<file path="config.mk">
export PLATFORM = sky130hd
export DESIGN_NAME = fp_alu_issue_queue
export DESIGN_NICKNAME = d
export VERILOG_FILES = /design/src/rtl/fp_alu_issue_queue.sv
export SDC_FILE = /design/constraint.sdc
export NUM_CORES = 1
export LEC_CHECK = 0
export ABC_AREA = 1
export CAP_MARGIN = 20
export CORE_ASPECT_RATIO = 1.75
export CORE_MARGIN = 4
export CORE_UTILIZATION = 25
export CTS_BUF_LIST = sky130_fd_sc_hd__clkbuf_2 sky130_fd_sc_hd__clkbuf_4 sky130_fd_sc_hd__clkbuf_8
export DETAILED_ROUTE_END_ITERATION = 12
export PLACE_DENSITY = 0.51
export SLEW_MARGIN = 20
export SYNTH_ARGS = -nofsm -noshare
export SYNTH_HDL_FRONTEND = slang
export SYNTH_SLANG_ARGS = --single-unit
</file>
<file path="constraint.sdc">
create_clock -name clk -period 6.3 [get_ports clk]
set_clock_uncertainty 0.2 [all_clocks]
set_input_delay 1.26 -clock clk [delete_from_list [all_inputs] [get_ports clk]]
set_output_delay 1.26 -clock clk [all_outputs]
set_load 0.01 [all_outputs]
</file>
<file path="src/rtl/fp_alu_issue_queue.sv">
// Request FIFO plus single-issue sequencer in front of the floating-point ALU; results are held in a valid/ready register.
// Optional macro FP_CLASS_FLAGS_EN adds res_flags = {nan,inf,zero,neg} captured with each result.
module fp_alu_issue_queue #(
   parameter int N       = 32,
   parameter int DEPTH   = 4,
   parameter int ALU_LAT = 0
) (
   input  logic                       clk,
   input  logic                       rst,
   input  logic                       in_valid,
   output logic                       in_ready,
   input  logic [N-1:0]               in_a,
   input  logic [N-1:0]               in_b,
   input  logic [1:0]                 in_op,
   output logic [N-1:0]               alu_in1,
   output logic [N-1:0]               alu_in2,
   output logic [1:0]                 alu_op,
   input  logic [N-1:0]               alu_out,
   output logic                       res_valid,
   input  logic                       res_ready,
   output logic [N-1:0]               res_data,
   output logic [1:0]                 res_op,
   output logic [$clog2(DEPTH):0]     level,
`ifdef FP_CLASS_FLAGS_EN
   output logic [3:0]                 res_flags,
`endif
   output logic                       busy
);

   localparam int AW = $clog2(DEPTH);
   localparam int LW = AW + 1;
   localparam int CW = (ALU_LAT > 0) ? $clog2(ALU_LAT + 1) : 1;
   localparam int EW = 8;

   typedef enum logic [1:0] {IDLE, WAIT, HOLD} state_t;

   logic [2*N+1:0] r_mem [DEPTH];
   logic [AW-1:0]  r_wp;
   logic [AW-1:0]  r_rp;
   logic [LW-1:0]  r_level;
   logic [CW-1:0]  r_cnt;
   state_t         r_state;

   logic           w_push;
   logic           w_pop;
   logic [2*N+1:0] w_head;

`ifdef FP_CLASS_FLAGS_EN
   logic [3:0]     r_flags;

   function automatic logic [3:0] fp_class(input logic [N-1:0] v);
      logic [EW-1:0]  e;
      logic [N-EW-2:0] m;
      e = v[N-2:N-1-EW];
      m = v[N-EW-2:0];
      fp_class = {(&e) && (m != '0), (&e) && (m == '0), (e == '0) && (m == '0), v[N-1]};
   endfunction

   assign res_flags = r_flags;
`endif

   assign in_ready = (r_level != LW'(DEPTH));
   assign level    = r_level;
   assign busy     = (r_state != IDLE);
   assign w_push   = in_valid && in_ready;
   // A pop is also an issue: it happens from IDLE, or from HOLD on the edge the result is taken.
   assign w_pop    = (r_level != '0) &&
                     ((r_state == IDLE) || ((r_state == HOLD) && res_ready));
   assign w_head   = r_mem[r_rp];

   always_ff @(posedge clk) begin
      if (w_push) r_mem[r_wp] <= {in_op, in_a, in_b};
   end

   always_ff @(posedge clk) begin
      if (rst) begin
         r_wp      <= '0;
         r_rp      <= '0;
         r_level   <= '0;
         r_cnt     <= '0;
         r_state   <= IDLE;
         alu_in1   <= '0;
         alu_in2   <= '0;
         alu_op    <= '0;
         res_valid <= 1'b0;
         res_data  <= '0;
         res_op    <= '0;
`ifdef FP_CLASS_FLAGS_EN
         r_flags   <= '0;
`endif
      end else begin
         if (w_push) r_wp <= r_wp + AW'(1);
         if (w_pop)  r_rp <= r_rp + AW'(1);
         case ({w_push, w_pop})
            2'b10:   r_level <= r_level + LW'(1);
            2'b01:   r_level <= r_level - LW'(1);
            default: r_level <= r_level;
         endcase

         if (w_pop) begin
            alu_op  <= w_head[2*N+1:2*N];
            alu_in1 <= w_head[2*N-1:N];
            alu_in2 <= w_head[N-1:0];
            r_cnt   <= CW'(ALU_LAT);
         end

         case (r_state)
            IDLE: if (w_pop) r_state <= WAIT;
            WAIT: begin
               if (r_cnt == '0) begin
                  res_data  <= alu_out;
                  res_op    <= alu_op;
                  res_valid <= 1'b1;
`ifdef FP_CLASS_FLAGS_EN
                  r_flags   <= fp_class(alu_out);
`endif
                  r_state   <= HOLD;
               end else begin
                  r_cnt <= r_cnt - CW'(1);
               end
            end
            HOLD: begin
               if (res_ready) begin
                  res_valid <= 1'b0;
                  r_state   <= w_pop ? WAIT : IDLE;
               end
            end
            default: r_state <= IDLE;
         endcase
      end
   end

endmodule

</file>
# Word level (Yosys, flattened, before mapping)
# Memory sizes are Yosys's and may differ from the RTL's. A register that Yosys moved wholly into a read port is not among the register bits.
# Cells that the tools add are included.
# Widths: inputs -> output; s select.
# word_totals
regBits	45
mem_bits_rw	264
input_bits	102
output_inout_bits	106
wordCells	49
mem_count	1
# classes
addsub	5
n_eq_ne	8
n_mux	14
bitwise_logic	1
n_reduce_logical	12
# memory_table
name	depth	width	rd	rd_ports_with_merged_regs	wr	line	rtl
r_mem	4	66	1	1	1	37	logic [2*N+1:0] r_mem [DEPTH];
# op_table
op	count
$mux 1	8
$mux 2	3
$ne 2x2->1 const B	3
$pmux 2 s3	1
$pmux 3 s2	1
$reduce_and 3->1	2
$reduce_bool 2->1	3
$add 2x1->2 const B	2
$eq 2x1->1 const B	2
$eq 2x2->1 const B	2
$add 3x1->3 const B	1
$logic_and 1x1->1	3
$ne 3x3->1 const B	1
$reduce_bool 3->1	1
$sub 3x1->3 const B	1
$logic_not 2->1	1
$pmux 1 s2	1
$reduce_and 2->1	1
$logic_or 1x1->1	1
$not 1->1	1
$sub 1x1->1 const B	1

# Longest topological paths before layout
# logic_depth
word_depth	7
depth_mapped	14
mapped_depth_nobuf	13

# Worst setup path before layout
# OpenSTA, ideal clock, no wires.
# synth_path
path_kind	input to register
startpoint	input port in_valid
endpoint	memory r_mem[0][0] in the netlist's numbering (enable)
setup_ns	0.491
arrival_time_ns	4.174
t_required_ns	5.609
path_slack_ns	1.435
path_stages	2
path_buffers	0
cell_sequence	nand2_1 -> nor2_1
# synth_between
elab_chain_len	3
# synth_rtl
item	line	rtl
from (decl)	10	input logic in_valid,
$logic_and 1x1->1	65	assign w_push = in_valid && in_ready;
$mux 1	72	if (w_push) r_mem[r_wp] <= {in_op, in_a, in_b};
$mux 1 (implied by the code)	72	
to (decl)	37	
# No other way between the ends.

# Worst setup path in the final report
# layout_path
startpoint	input port res_ready
endpoint	register r_level[2] (netlist: level[2])
# layout_between
elab_chain_len	5
word_cells_on_any_way	7
classes_between	eq/ne (2); mux (1); reduce/logical (4)
# layout_rtl
item	line	rtl
from (decl)	20	input logic res_ready,
$logic_and 1x1->1 (*)	68	((r_state == IDLE) || ((r_state == HOLD) && res_ready));
$logic_or 1x1->1 (*)	68	
$logic_and 1x1->1 (*)	67	assign w_pop = (r_level != '0) &&
via w_pop	45	logic w_pop;
$eq 2x1->1 or $eq 2x2->1 (tied branches)	94	case ({w_push, w_pop})
$pmux 3 s2 or $reduce_bool 2->1 (tied branches)	n/a	
to (signal assigned)	95	2'b10: r_level <= r_level + LW'(1);
to (signal assigned)	96	2'b01: r_level <= r_level - LW'(1);
to (signal assigned)	97	default: r_level <= r_level;
to (decl)	40	logic [LW-1:0] r_level;
# Mark *: on every way through the listed nets, which the timed path passes. The rest lies on a longest branch.
# A chain may end at the register's enable or synchronous reset.

==> impl_metrics.tcl <==
set metrics [dict create \
    status "complete, no violations" \
    place_congestion 0.746 \
    path_clk_slew_ns 0.06 \
    place_area_um2 18400 \
    synth-seq-cells 375 \
    power_switching_mw 2.98 \
    worst_slew_pin_slew_ns 1.05 \
    drc 0 \
    portBuffers 207 \
    hold_depth 2 \
    synth_nets 1793 \
    ys_seq_area_frac 0.654 \
    reg2reg_depth 7 \
    slew_violations 0 \
    drt-initial-drc-count 471 \
    worstPathArrival_ns 3.77 \
    startpoint_type "primary input" \
    p_comb_frac 0.345 \
    synth_ff_type "edfxtp_1" \
    layout_min_cycle_time_ns 3.46 \
    die_h_um 338 \
    areaGrowthSynthToFinish_pct 25.8 \
    final_cell_mix "nand2_1, inv_1, edfxtp_1" \
    fin_area_um2 19500 \
    syn_inst 1685 \
    synthArstFlopShare 0 \
    vdd_drop_max_v 0.000281 \
    clkLatencyLatePin_ns 0.62 \
    finalHoldViolCount 0 \
    finalSetupTns_ns 0 \
    dr.pass1.iters 4 \
    htreeDepth 2 \
    gr-usage-all-layers 0.116 \
    setup_ws_ns 2.84 \
    swShare 0.357 \
    vias_per_cell 4.03 \
    post-route-period-util 0.550 \
    final_nets 1994 \
    grt_pass1_wl_mm 60.9 \
    worst-path-max-fanout 70 \
    synth.largest_area_cell "edfxtp_1" \
    power_mw 8.35 \
    hp-class "register to register" \
    cts_tree "done" \
    numCtsBuffers 55 \
    cts_max_path_buffers 3 \
    grt_start_max_net_pins 74 \
    final_common_cell "nand2_1" \
    die_w_um 196 \
    cts_root_buf "clkbuf_8" \
    grt_pass1_vias 10900 \
    ctsResizeCount 0 \
    start_util 0.253 \
    cts.sinks 375 \
    drive_above_1_share 0.0654 \
    fmax_mhz 289 \
    syn_area_per_cell_um2 9.21 \
    end_kind "register" \
    ys_types 23 \
    fillers 6247 \
    core.rowCount 120 \
    netlist.area_leader.share 0.511 \
    grt_setup_unrepaired "false" \
    gr-total-overflow 0 \
    hold_end "res_data[0]$_SDFFE_PP0P_" \
    clkPwrFrac 0.245 \
    antenna_found_initial 6 \
    synth_area_um2 15500 \
    die_area_um2 66300 \
    ant_nets 0 \
    wl_mm 39.2 \
    yosysWarnings 0 \
    hp-start "res_data[0]$_SDFFE_PP0P_" \
    ios 208 \
    seqPwrFrac 0.411 \
    power_density_nw_per_um2 428 \
    reg2reg_to "alu_in1[12]$_SDFFE_PP0P_" \
    reg2reg_slack_ns 3.44 \
    leakage_nw 8.48 \
    place_ws_ns 2.13 \
    hpwlAfterDp_mm 24.4 \
    cap_violations 0 \
    setup_viol_count_final 0 \
    timing.rr.start "r_rp[0]$_SDFFE_PP0P_" \
    p_int_mw 5.37 \
    synth_enable_flop_cells 264 \
    core_area_um2 61400 \
    cts_hold_buf 0 \
    maxSlewHeadroom 0.301 \
    synth_area_leaders "edfxtp_1, dfxtp_1, nand2_1" \
    vias 11000 \
    cts_setup_buffers 0 \
    drt-wirelength-per-cell_um 14.4 \
    critical_path_required_ns 6.61 \
    critPathKind "primary input to register" \
]
-- Yosys cell counts, types with 2 or more instances --
cell      instances
buf_6             2
a21oi_1          42
buf_4             8
edfxtp_1        264
inv_1           346
nor2_1          140
buf_2            35
inv_2             2
clkbuf_1         30
nand3_1         175
nand2_2           2
buf_1             3
o21ai_0           2
dfxtp_1         111
ha_1              5
nand2_1         511
-- cells by family (layout without fill, tap and decap cells) --
logic type                 Yosys count  count (layout)  synth area share
DFF                                375             375             0.654
other                                0               2                 0
AOI/OAI and AO/OA                   45              45            0.0148
buffers and inverters              428             671             0.110
adders and majority gates            6               6           0.00532
and+or+nand+nor                    831             831             0.216
-- metrics by stage --
step,util,hold slack [ns],cells
floorplan,-,0.245,1685
global placement,0.299,0.248,2622
detailed placement,0.299,0.252,2622
CTS,0.318,0.261,2721
global route,0.318,0.281,2723
finish,0.318,0.263,2723
-- flip-flops by register name, indices dropped and copies added, names as in the netlist --
name,cells
alu_in1,32
alu_in2,32
alu_op,2
level,3
r_cnt,1
r_mem,264
r_rp,2
r_state,2
r_wp,2
res_data,32
res_op,2
res_valid,1
-- metal layers --
layer | up-vias | global-route usage | share of wire
met1 | 5065 | 0.130 | 0.40
met2 | 236 | 0.209 | 0.51
met3 | 81 | 0.0296 | 0.063
met4 | 8 | 0.0449 | 0.029
met5 | - | 0 | 0.0011
li1 | 5575 | - | -
-- layout make-up --
class,count,area (µm²),area share
sequential,375,10200,0.520
tap,793,992,0.0508
multi-input combinational,882,3700,0.190
timing repair buffer,223,2190,0.112
antenna,2,5.00,0.000256
clock buffer,86,1040,0.0533
clock inverter,13,120,0.00615
inverter,349,1310,0.0672
-- worst max path at each step --
stage	start	endpoint	slack, ns	cells after the start
2_1_floorplan	in_valid	r_mem[0][0]$_DFFE_PP_	1.43	2
3_3_place_gp	res_ready	level[2]$_SDFFE_PP0P_	2.13	14
3_5_place_dp	res_ready	level[2]$_SDFFE_PP0P_	2.13	14
4_1_cts	res_ready	level[2]$_SDFFE_PP0P_	2.84	14
5_1_grt	res_ready	level[2]$_SDFFE_PP0P_	2.60	14
6_report	res_ready	level[2]$_SDFFE_PP0P_	2.84	14
-- worst max-delay path, stage by stage --
cell	delay (ns)
clkdlybuf4s50_1	0.49
inv_1	0.07
a21oi_2	0.22
nand2_4	0.46
inv_1	0.26
ha_1	0.20
inv_1	0.08
fa_1	0.39
inv_1	0.07
nand2_1	0.05
nand3_1	0.08
nand2_1	0.05
nand2_1	0.05
nor2_1	0.04
-- power groups by stage --
stage | Clock (mW) | Combinational, mW | Sequential, mW
5_1_grt | 2.24 | 3.28 | 3.49
4_1_cts | 2.14 | 2.96 | 3.44
3_3_place_gp | 0 | 2.91 | 3.47
3_5_place_dp | 0 | 2.94 | 3.49
2_1_floorplan | 0 | 1.78 | 3.45
6_report | 2.04 | 2.88 | 3.43
Note: power is estimated with default switching activity, not from simulation.
